### config.mk
export PLATFORM = sky130hd
export DESIGN_NAME = dma_copy
export DESIGN_NICKNAME = d
export VERILOG_FILES = /design/src/rtl/dma_pkg.sv /design/src/rtl/dma_regs.sv /design/src/rtl/dma_copy.sv
export SDC_FILE = /design/constraint.sdc
export NUM_CORES = 1
export LEC_CHECK = 0
export ABC_AREA = 1
export BUFFER_PORTS_ARGS = -buffer_cell sky130_fd_sc_hd__buf_2
export CELL_PAD_IN_SITES_DETAIL_PLACEMENT = 1
export CELL_PAD_IN_SITES_GLOBAL_PLACEMENT = 2
export CORE_ASPECT_RATIO = 0.6
export CORE_MARGIN = 5
export CORE_UTILIZATION = 28
export CTS_BUF_LIST = sky130_fd_sc_hd__clkbuf_4 sky130_fd_sc_hd__clkbuf_8 sky130_fd_sc_hd__clkbuf_16
export DETAILED_ROUTE_END_ITERATION = 16
export PLACE_DENSITY = 0.74
export SLEW_MARGIN = 20
export SYNTH_ARGS = -nofsm -noshare
export SYNTH_HDL_FRONTEND = slang
export SYNTH_SLANG_ARGS = --single-unit
### constraint.sdc
create_clock -name clk -period 1.67 [get_ports clk]
set_input_delay 0.167 -clock clk [delete_from_list [all_inputs] [get_ports clk]]
set_output_delay 0.167 -clock clk [all_outputs]
set_load 0.05 [all_outputs]
### src/rtl/dma_pkg.sv
// Shared FSM encodings, register map and CTRL bit positions for the dma_copy engine.
package dma_pkg;

  typedef enum logic [2:0] {
    ST_IDLE   = 3'd0,
    ST_REQ    = 3'd1,
    ST_RD     = 3'd2,
    ST_RD_GAP = 3'd3,
    ST_WR     = 3'd4,
    ST_WR_GAP = 3'd5
  } dma_state_e;

  localparam logic [7:0] REG_SRC_HI = 8'h00;
  localparam logic [7:0] REG_SRC_LO = 8'h02;
  localparam logic [7:0] REG_DST_HI = 8'h04;
  localparam logic [7:0] REG_DST_LO = 8'h06;
  localparam logic [7:0] REG_LEN    = 8'h08;
  localparam logic [7:0] REG_CTRL   = 8'h0A;

  // CTRL write bits
  localparam int unsigned CTRL_START    = 0;
  localparam int unsigned CTRL_ABORT    = 1;
  localparam int unsigned CTRL_CLR_DONE = 2;
  localparam int unsigned CTRL_IE       = 3;
  // CTRL read bits
  localparam int unsigned CTRL_BUSY     = 0;
  localparam int unsigned CTRL_DONE     = 1;
  localparam int unsigned CTRL_ABORTED  = 2;

  // Byte-lane merge of a slave write into the current register word.
  function automatic logic [15:0] merge_bytes(input logic [15:0] cur, input logic [15:0] wr,
                                              input logic hi, input logic lo);
    return {hi ? wr[15:8] : cur[15:8], lo ? wr[7:0] : cur[7:0]};
  endfunction

endpackage

### src/rtl/dma_regs.sv
// dma_regs: slave decode, one-shot ack and CTRL handling for dma_copy.
// The interrupt-enable bit exists only when DMA_IRQ_EN is defined.
module dma_regs
  import dma_pkg::*;
#(
  parameter int unsigned LEN_W = 16
) (
  input  logic             i_clk,
  input  logic             i_reset,
  input  logic [15:0]      i_data_write,
  output logic [15:0]      o_data_read,
  input  logic [7:0]       i_addr,
  input  logic             i_uds,
  input  logic             i_lds,
  input  logic             i_rw,
  output logic             o_ack,
  input  logic             i_busy,
  input  logic             i_done,
  input  logic             i_aborted,
  input  logic [31:0]      i_src,
  input  logic [31:0]      i_dst,
  input  logic [LEN_W-1:0] i_len,
  output logic             o_src_hi_we_c,
  output logic             o_src_lo_we_c,
  output logic             o_dst_hi_we_c,
  output logic             o_dst_lo_we_c,
  output logic             o_len_we_c,
  output logic [15:0]      o_wdata_c,
  output logic             o_start_c,
  output logic             o_abort_c,
  output logic             o_clr_done_c,
  output logic             o_ie
);

  logic        r_ack;
  logic [15:0] r_data_read;
  logic        w_sel;
  logic        w_fire;
  logic        w_ctrl_wr;
  logic [15:0] w_rdata;

  assign w_sel  = i_uds | i_lds;
  // A write commits only on the cycle ack rises, so a long strobe writes once.
  assign w_fire = w_sel & ~r_ack & ~i_rw;

  always_comb begin
    w_rdata = '0;
    case (i_addr)
      REG_SRC_HI: w_rdata = i_src[31:16];
      REG_SRC_LO: w_rdata = i_src[15:0];
      REG_DST_HI: w_rdata = i_dst[31:16];
      REG_DST_LO: w_rdata = i_dst[15:0];
      REG_LEN:    w_rdata = 16'(i_len);
      REG_CTRL: begin
        w_rdata[CTRL_BUSY]    = i_busy;
        w_rdata[CTRL_DONE]    = i_done;
        w_rdata[CTRL_ABORTED] = i_aborted;
        w_rdata[CTRL_IE]      = o_ie;
      end
      default: w_rdata = '0;
    endcase
  end

  assign o_wdata_c     = merge_bytes(w_rdata, i_data_write, i_uds, i_lds);
  assign o_src_hi_we_c = w_fire & ~i_busy & (i_addr == REG_SRC_HI);
  assign o_src_lo_we_c = w_fire & ~i_busy & (i_addr == REG_SRC_LO);
  assign o_dst_hi_we_c = w_fire & ~i_busy & (i_addr == REG_DST_HI);
  assign o_dst_lo_we_c = w_fire & ~i_busy & (i_addr == REG_DST_LO);
  assign o_len_we_c    = w_fire & ~i_busy & (i_addr == REG_LEN);

  // Abort wins over a simultaneous start.
  assign w_ctrl_wr    = w_fire & i_lds & (i_addr == REG_CTRL);
  assign o_abort_c    = w_ctrl_wr & i_data_write[CTRL_ABORT];
  assign o_start_c    = w_ctrl_wr & i_data_write[CTRL_START] & ~i_data_write[CTRL_ABORT] & ~i_busy;
  assign o_clr_done_c = w_ctrl_wr & i_data_write[CTRL_CLR_DONE];

  always_ff @(posedge i_clk) begin
    if (i_reset) begin
      r_ack       <= 1'b0;
      r_data_read <= '0;
    end else begin
      r_ack <= w_sel;
      if (w_sel && i_rw) r_data_read <= w_rdata;
    end
  end

`ifdef DMA_IRQ_EN
  logic r_ie;
  always_ff @(posedge i_clk) begin
    if (i_reset)        r_ie <= 1'b0;
    else if (w_ctrl_wr) r_ie <= i_data_write[CTRL_IE];
  end
  assign o_ie = r_ie;
`else
  assign o_ie = 1'b0;
`endif

  assign o_ack       = r_ack;
  assign o_data_read = r_data_read;

endmodule

### src/rtl/dma_copy.sv
// dma_copy: bus-master word copy engine (SRC -> DST, LEN words) with a register slave port.
// Define DMA_IRQ_EN to enable the done interrupt; otherwise irq stays 0.
module dma_copy
  import dma_pkg::*;
#(
  parameter int unsigned ADDR_W = 24,
  parameter int unsigned LEN_W  = 16
) (
  input  logic              clk,
  input  logic              reset,
  input  logic [15:0]       data_write,
  output logic [15:0]       data_read,
  input  logic [7:0]        addr,
  input  logic              uds,
  input  logic              lds,
  input  logic              rw,
  output logic              ack,
  output logic [ADDR_W-1:0] m_addr,
  output logic [15:0]       m_write,
  input  logic [15:0]       m_read,
  output logic              m_as,
  output logic              m_uds,
  output logic              m_lds,
  output logic              m_rw,
  input  logic              m_ack,
  output logic              m_br,
  input  logic              m_bg,
  output logic              irq
);

  dma_state_e        r_state;
  logic [ADDR_W-1:0] r_src, r_dst, r_addr;
  logic [LEN_W-1:0]  r_len;
  logic [15:0]       r_write;
  logic              r_as, r_rw, r_br, r_done, r_aborted, r_abort_pend, r_irq;
  logic              w_busy, w_start, w_abort, w_clr_done, w_ie, w_abort_any, w_step, w_done_nxt;
  logic              w_src_hi_we, w_src_lo_we, w_dst_hi_we, w_dst_lo_we, w_len_we;
  logic [15:0]       w_wdata;
  logic [31:0]       w_src32, w_dst32;

  assign w_busy      = (r_state != ST_IDLE);
  assign w_src32     = 32'(r_src);
  assign w_dst32     = 32'(r_dst);
  assign w_abort_any = r_abort_pend | w_abort;
  assign w_step      = (r_state == ST_WR) && m_ack;

  dma_regs #(.LEN_W(LEN_W)) u_regs (
    .i_clk         (clk),
    .i_reset       (reset),
    .i_data_write  (data_write),
    .o_data_read   (data_read),
    .i_addr        (addr),
    .i_uds         (uds),
    .i_lds         (lds),
    .i_rw          (rw),
    .o_ack         (ack),
    .i_busy        (w_busy),
    .i_done        (r_done),
    .i_aborted     (r_aborted),
    .i_src         (w_src32),
    .i_dst         (w_dst32),
    .i_len         (r_len),
    .o_src_hi_we_c (w_src_hi_we),
    .o_src_lo_we_c (w_src_lo_we),
    .o_dst_hi_we_c (w_dst_hi_we),
    .o_dst_lo_we_c (w_dst_lo_we),
    .o_len_we_c    (w_len_we),
    .o_wdata_c     (w_wdata),
    .o_start_c     (w_start),
    .o_abort_c     (w_abort),
    .o_clr_done_c  (w_clr_done),
    .o_ie          (w_ie)
  );

  // Address/length counters: software loads while idle, advance once per completed write.
  always_ff @(posedge clk) begin
    if (reset) begin
      r_src <= '0;
      r_dst <= '0;
      r_len <= '0;
    end else if (w_step) begin
      r_src <= r_src + ADDR_W'(2);
      r_dst <= r_dst + ADDR_W'(2);
      r_len <= r_len - LEN_W'(1);
    end else begin
      if (w_src_hi_we) r_src <= ADDR_W'({w_wdata, w_src32[15:0]});
      if (w_src_lo_we) r_src <= ADDR_W'({w_src32[31:16], w_wdata});
      if (w_dst_hi_we) r_dst <= ADDR_W'({w_wdata, w_dst32[15:0]});
      if (w_dst_lo_we) r_dst <= ADDR_W'({w_dst32[31:16], w_wdata});
      if (w_len_we)    r_len <= LEN_W'(w_wdata);
    end
  end

  // Completion sets done; an accepted start or clear-done drops it.
  always_comb begin
    w_done_nxt = r_done;
    if (w_start)                                     w_done_nxt = (r_len == '0);
    else if ((r_state == ST_WR_GAP) && (r_len == '0)) w_done_nxt = 1'b1;
    else if (w_clr_done)                             w_done_nxt = 1'b0;
  end

  always_ff @(posedge clk) begin
    if (reset) begin
      r_state      <= ST_IDLE;
      r_addr       <= '0;
      r_write      <= '0;
      r_as         <= 1'b0;
      r_rw         <= 1'b1;
      r_br         <= 1'b0;
      r_done       <= 1'b0;
      r_aborted    <= 1'b0;
      r_abort_pend <= 1'b0;
      r_irq        <= 1'b0;
    end else begin
      r_done <= w_done_nxt;
      r_irq  <= w_done_nxt & w_ie;
      if (w_abort && w_busy) r_abort_pend <= 1'b1;
      case (r_state)
        ST_IDLE: begin
          if (w_start) begin
            r_aborted <= 1'b0;
            if (r_len != '0) begin
              r_br    <= 1'b1;
              r_state <= ST_REQ;
            end
          end
        end
        ST_REQ: begin
          if (w_abort_any) begin
            r_br         <= 1'b0;
            r_aborted    <= 1'b1;
            r_abort_pend <= 1'b0;
            r_state      <= ST_IDLE;
          end else if (m_bg) begin
            r_as    <= 1'b1;
            r_rw    <= 1'b1;
            r_addr  <= {r_src[ADDR_W-1:1], 1'b0};
            r_state <= ST_RD;
          end
        end
        ST_RD: begin
          if (m_ack) begin
            r_as    <= 1'b0;
            r_write <= m_read;
            r_state <= ST_RD_GAP;
          end
        end
        // Write half waits here for the grant if it was lost during the read.
        ST_RD_GAP: begin
          if (w_abort_any) begin
            r_br         <= 1'b0;
            r_aborted    <= 1'b1;
            r_abort_pend <= 1'b0;
            r_state      <= ST_IDLE;
          end else if (m_bg) begin
            r_as    <= 1'b1;
            r_rw    <= 1'b0;
            r_addr  <= {r_dst[ADDR_W-1:1], 1'b0};
            r_state <= ST_WR;
          end
        end
        ST_WR: begin
          if (m_ack) begin
            r_as    <= 1'b0;
            r_rw    <= 1'b1;
            r_state <= ST_WR_GAP;
          end
        end
        ST_WR_GAP: begin
          if (r_len == '0) begin
            r_br         <= 1'b0;
            r_abort_pend <= 1'b0;
            r_state      <= ST_IDLE;
          end else if (w_abort_any) begin
            r_br         <= 1'b0;
            r_aborted    <= 1'b1;
            r_abort_pend <= 1'b0;
            r_state      <= ST_IDLE;
          end else if (!m_bg) begin
            r_state <= ST_REQ;
          end else begin
            r_as    <= 1'b1;
            r_rw    <= 1'b1;
            r_addr  <= {r_src[ADDR_W-1:1], 1'b0};
            r_state <= ST_RD;
          end
        end
        default: r_state <= ST_IDLE;
      endcase
    end
  end

  assign m_addr  = r_addr;
  assign m_write = r_write;
  assign m_as    = r_as;
  assign m_uds   = r_as;
  assign m_lds   = r_as;
  assign m_rw    = r_rw;
  assign m_br    = r_br;
  assign irq     = r_irq;

endmodule

==> flow_summary.ini <==
[logic_synthesis]
synth_top_family_by_area = simple AND/OR/NAND/NOR gates
ys.flop_type = dfxtp_1
ys_seq_area_share_pct = 32.5
ys_types = 45
synth-compound-area-share_pct = 18.8
synth-simple-area-share_pct = 35.9
syn_area_per_cell_um2 = 6.41
yosysTopAreaCell = dfxtp_1
synthesis.area_mm2 = 0.00794
synth_edf_count = 0
synth_area_leaders = dfxtp_1 (33%), nand2_1 (12%), o21ai_0 (7.4%), inv_1 (6.6%), nand3_1 (6.1%)
synthCells = 1237
yosys_warnings = 0
synth_seq_cells = 129
synth_mux_area_share_pct = 0
async_flop_share_pct = 0
synth.top_cell.area_share_pct = 32.5
synth_xor_xnor_area_share_pct = 1.43
synthAdderAreaFrac_pct = 0.473

[sta]
post-route-period-util_pct = 106
post-route-min-period_ps = 1770
relSlewSlack_pct = 64.8
hold_viol_final = 0
max_freq_mhz = 565
finalSetupViolCount = 26
timing.final.ws_setup_ps = -100
worst_pin_slew_ps = 523
rsz0062_at_grt = yes
slew_violations = 0
hold-worst-slack_ps = 15.2
skew_ps = 8.13

[layout]
drive_above_1_share_pct = 40.5
antennaDiodeCount = 0
nNetsFinal = 1624
register_area_mm2 = 0.00264
multi_input_area_mm2 = 0.00528
num-fill-cells = 3520
syn2layout_area_growth_pct = 57.3

[cts]
clk_path_buf_depth = 2
cts_max_level = 4
cts_buffers = 17
cts_root_buf = clkbuf_16
clk_transition_reported_paths_ps = 60
clkLatencyLatePin_ps = 450
cts_tree = done
cts.sinks = 129

[setup_path]
required_ps = 2040
crit_path_start_kind = register
reg2reg_slack_ps = -100
worstReg2RegStart = u_regs.o_ack$_SDFF_PP0_
cp.depth = 12
r2r_end = r_len[0]$_SDFFE_PP0P_
critPathMaxStageDelay_ps = 340
crit_family = simple AND/OR/NAND/NOR gates
cp.arrival_ps = 2140
r2r_cells = 12
startpoint = u_regs.o_ack$_SDFF_PP0_
crit_chain = nor2_2 > nand2_2 > nor2_4 > inv_4 > buf_12 > nor2_8 > inv_4 > nand2_2 > nand2_1 > o21ai_0 > nand2_1 > a21oi_1
crit_type = register to register
crit_path_max_fanout = 7
crit_slowest_cell = dfxtp_2
endpoint = r_len[0]$_SDFFE_PP0P_
cp_num_buf_inv = 3
worstSetupEndpointType = register

[power_and_ir_drop]
p_switching_uw = 1920
p_seq_share_pct = 41.5
p_per_area_mw_per_mm2 = 601
ir_drop_mv = 0.637
p_int_uw = 5580
power_switching_share_pct = 25.6
p_comb_share_pct = 8.7
total_power_uw = 7500
clkPwrFrac_pct = 49.8
total_leakage_power_uw = 0.00542

[die]
dieHeight_um = 140
start_util_pct = 28.6
core_mm2 = 0.0278
num_io_pins = 110
die_x_um = 227
row_count = 47
die_area_mm2 = 0.0319

[drt]
via_count = 10126
firstDrtPassIters = 7
ant_nets = 0
drcViolationCount = 0
wl_um = 41900
wl_per_cell_um = 21.5
vias_per_cell = 5.19
drt_iter0_markers = 815

[status]
violations = setup timing
status = finished, violations left

[placement]
dp_hpwl_um = 31300
io_buffer_count = 107
place_congestion = 0.956

[min_path]
hold_path.class = primary input to register

[global_routing]
antenna_found_initial = 0
grt_max_degree = 44
track_usage_pct = 24.7
grt_pass1_vias = 9646
grt_pass1_wl_um = 59700
overflow = 0

[job]
maxCapViolations = 0
cells in the mapped netlist, types with 2 or more instances:
cell type and number:
inv_1 139, buf_6 5, nand2_2 6, nor3_4 2, or2_2 14, nor2_1 122, nand4_1 21, buf_2 9
xnor2_1 6, o21ai_1 30, o22ai_1 2, nor3_2 4, nor2_4 6, ha_1 3, nand3_2 12, a31oi_1 8
o31ai_1 2, inv_2 11, nand2_1 256, xor2_1 7, nor2_8 2, nand3_1 97, nor3_1 47, nand2_4 4
nor2_2 11, o21ai_0 118, dfxtp_1 129, a21oi_1 96, o211ai_1 16, buf_4 12, buf_1 2, clkbuf_1 23
a41oi_1 3
cell usage in the layout, fill, tap and decap left out, types with 6 or more instances in the layout:
cell             n
a21oi_1         81
a21oi_2         16
a31oi_1          8
buf_12          20
buf_2          108
buf_4          207
buf_6           14
clkbuf_16       24
dfxtp_1         99
dfxtp_2         24
dfxtp_4          6
dlygate4sd3_1    9
inv_1          132
inv_2           14
nand2_1        241
nand2_2         18
nand3_1         74
nand3_2         25
nand3_4         11
nand4_1         21
nor2_1          84
nor2_2          30
nor2_4          26
nor3_1          31
nor3_2          18
o211ai_1        16
o21ai_0         81
o21ai_1         44
o21ai_2         23
or2_2           14
xor2_1           6
routing by layer:
layer	track usage [%]	up-vias	routed length, um
met5	0	-	0
met4	3.62	0	333
met3	5.31	31	3410
met2	34.4	327	17200
met1	39.1	4991	21000
li1	-	4777	-
repair_timing:
item                       in CTS  in global routing
cloned                          1                  9
buffers inserted               13                 22
pin swaps                      19                 62
hold endpoints to repair        9                  0
setup endpoints to repair      85                 87
hold buffers                    9                  0
gates resized for setup       100                184
power by group through the flow:
stage,sequential (uW),clock (uW),combinational (uW)
2_1_floorplan,3270,0,234
3_3_place_gp,3190,0,582
3_5_place_dp,3190,0,587
4_1_cts,3120,3810,620
5_1_grt,3110,3940,690
6_report,3110,3730,652
metrics by stage:
| step | cell area [um2] | setup TNS [ps] | util, % | setup slack, ps | cells |
|---|---|---|---|---|---|
| floorplan | 7940 | 0 | - | 34.2 | 1238 |
| global placement | 10400 | -9290 | 37.4 | -212 | 1868 |
| detailed placement | 10400 | -11970 | 37.4 | -239 | 1868 |
| CTS | 11500 | -277 | 41.5 | -55.9 | 1921 |
| global route | 12500 | -5040 | 45.0 | -230 | 1952 |
| finish | 12500 | -1420 | 45.0 | -100 | 1952 |
area by class of cell:
cell class / instances / share of cell area, %
clock buffers: 25 / 4.14
flip-flops and latches: 129 / 21.1
clock inverters: 5 / 0.421
inverters: 152 / 4.71
repair buffers: 367 / 23.6
well taps: 367 / 3.68
multi-input cells: 907 / 42.3
how the worst min path moves through the flow:
stage,start,end,slack [ps],cells past startpoint
after floorplan,reset,r_abort_pend$_SDFF_PP0_,260,1
after CTS,m_read[8],m_write[8]$_SDFFE_PP0P_,0.3,3
after detailed placement,m_write[11]$_SDFFE_PP0P_,m_write[11]$_SDFFE_PP0P_,430,2
after global routing,m_read[6],m_write[6]$_SDFFE_PP0P_,8,3
after global placement,m_write[11]$_SDFFE_PP0P_,m_write[11]$_SDFFE_PP0P_,430,2
final,m_read[4],m_write[4]$_SDFFE_PP0P_,20,3
sequential cells by signal (all words and copies together) (netlist names):
name and count:
m_as 1, m_write 16, m_rw 1, r_src 24
r_done 1, m_br 1, r_dst 24, r_aborted 1
m_addr 23, r_abort_pend 1, r_len 16, u_regs.o_data_read 16
r_state 3, u_regs.o_ack 1
worst min-delay path, stage by stage:
cell     delay [ps]
buf_2            70
o21ai_0          80
a21oi_1         100
cell families (layout without fill, tap and decap cells):
logic type	Yosys count	count (layout)
compound gates	280	280
xor+xnor	13	13
fa+ha+maj	3	3
buf+inv	203	549
flops	129	129
other cells	1	2
simple gates	608	609
(Power assumes the default switching activity.)
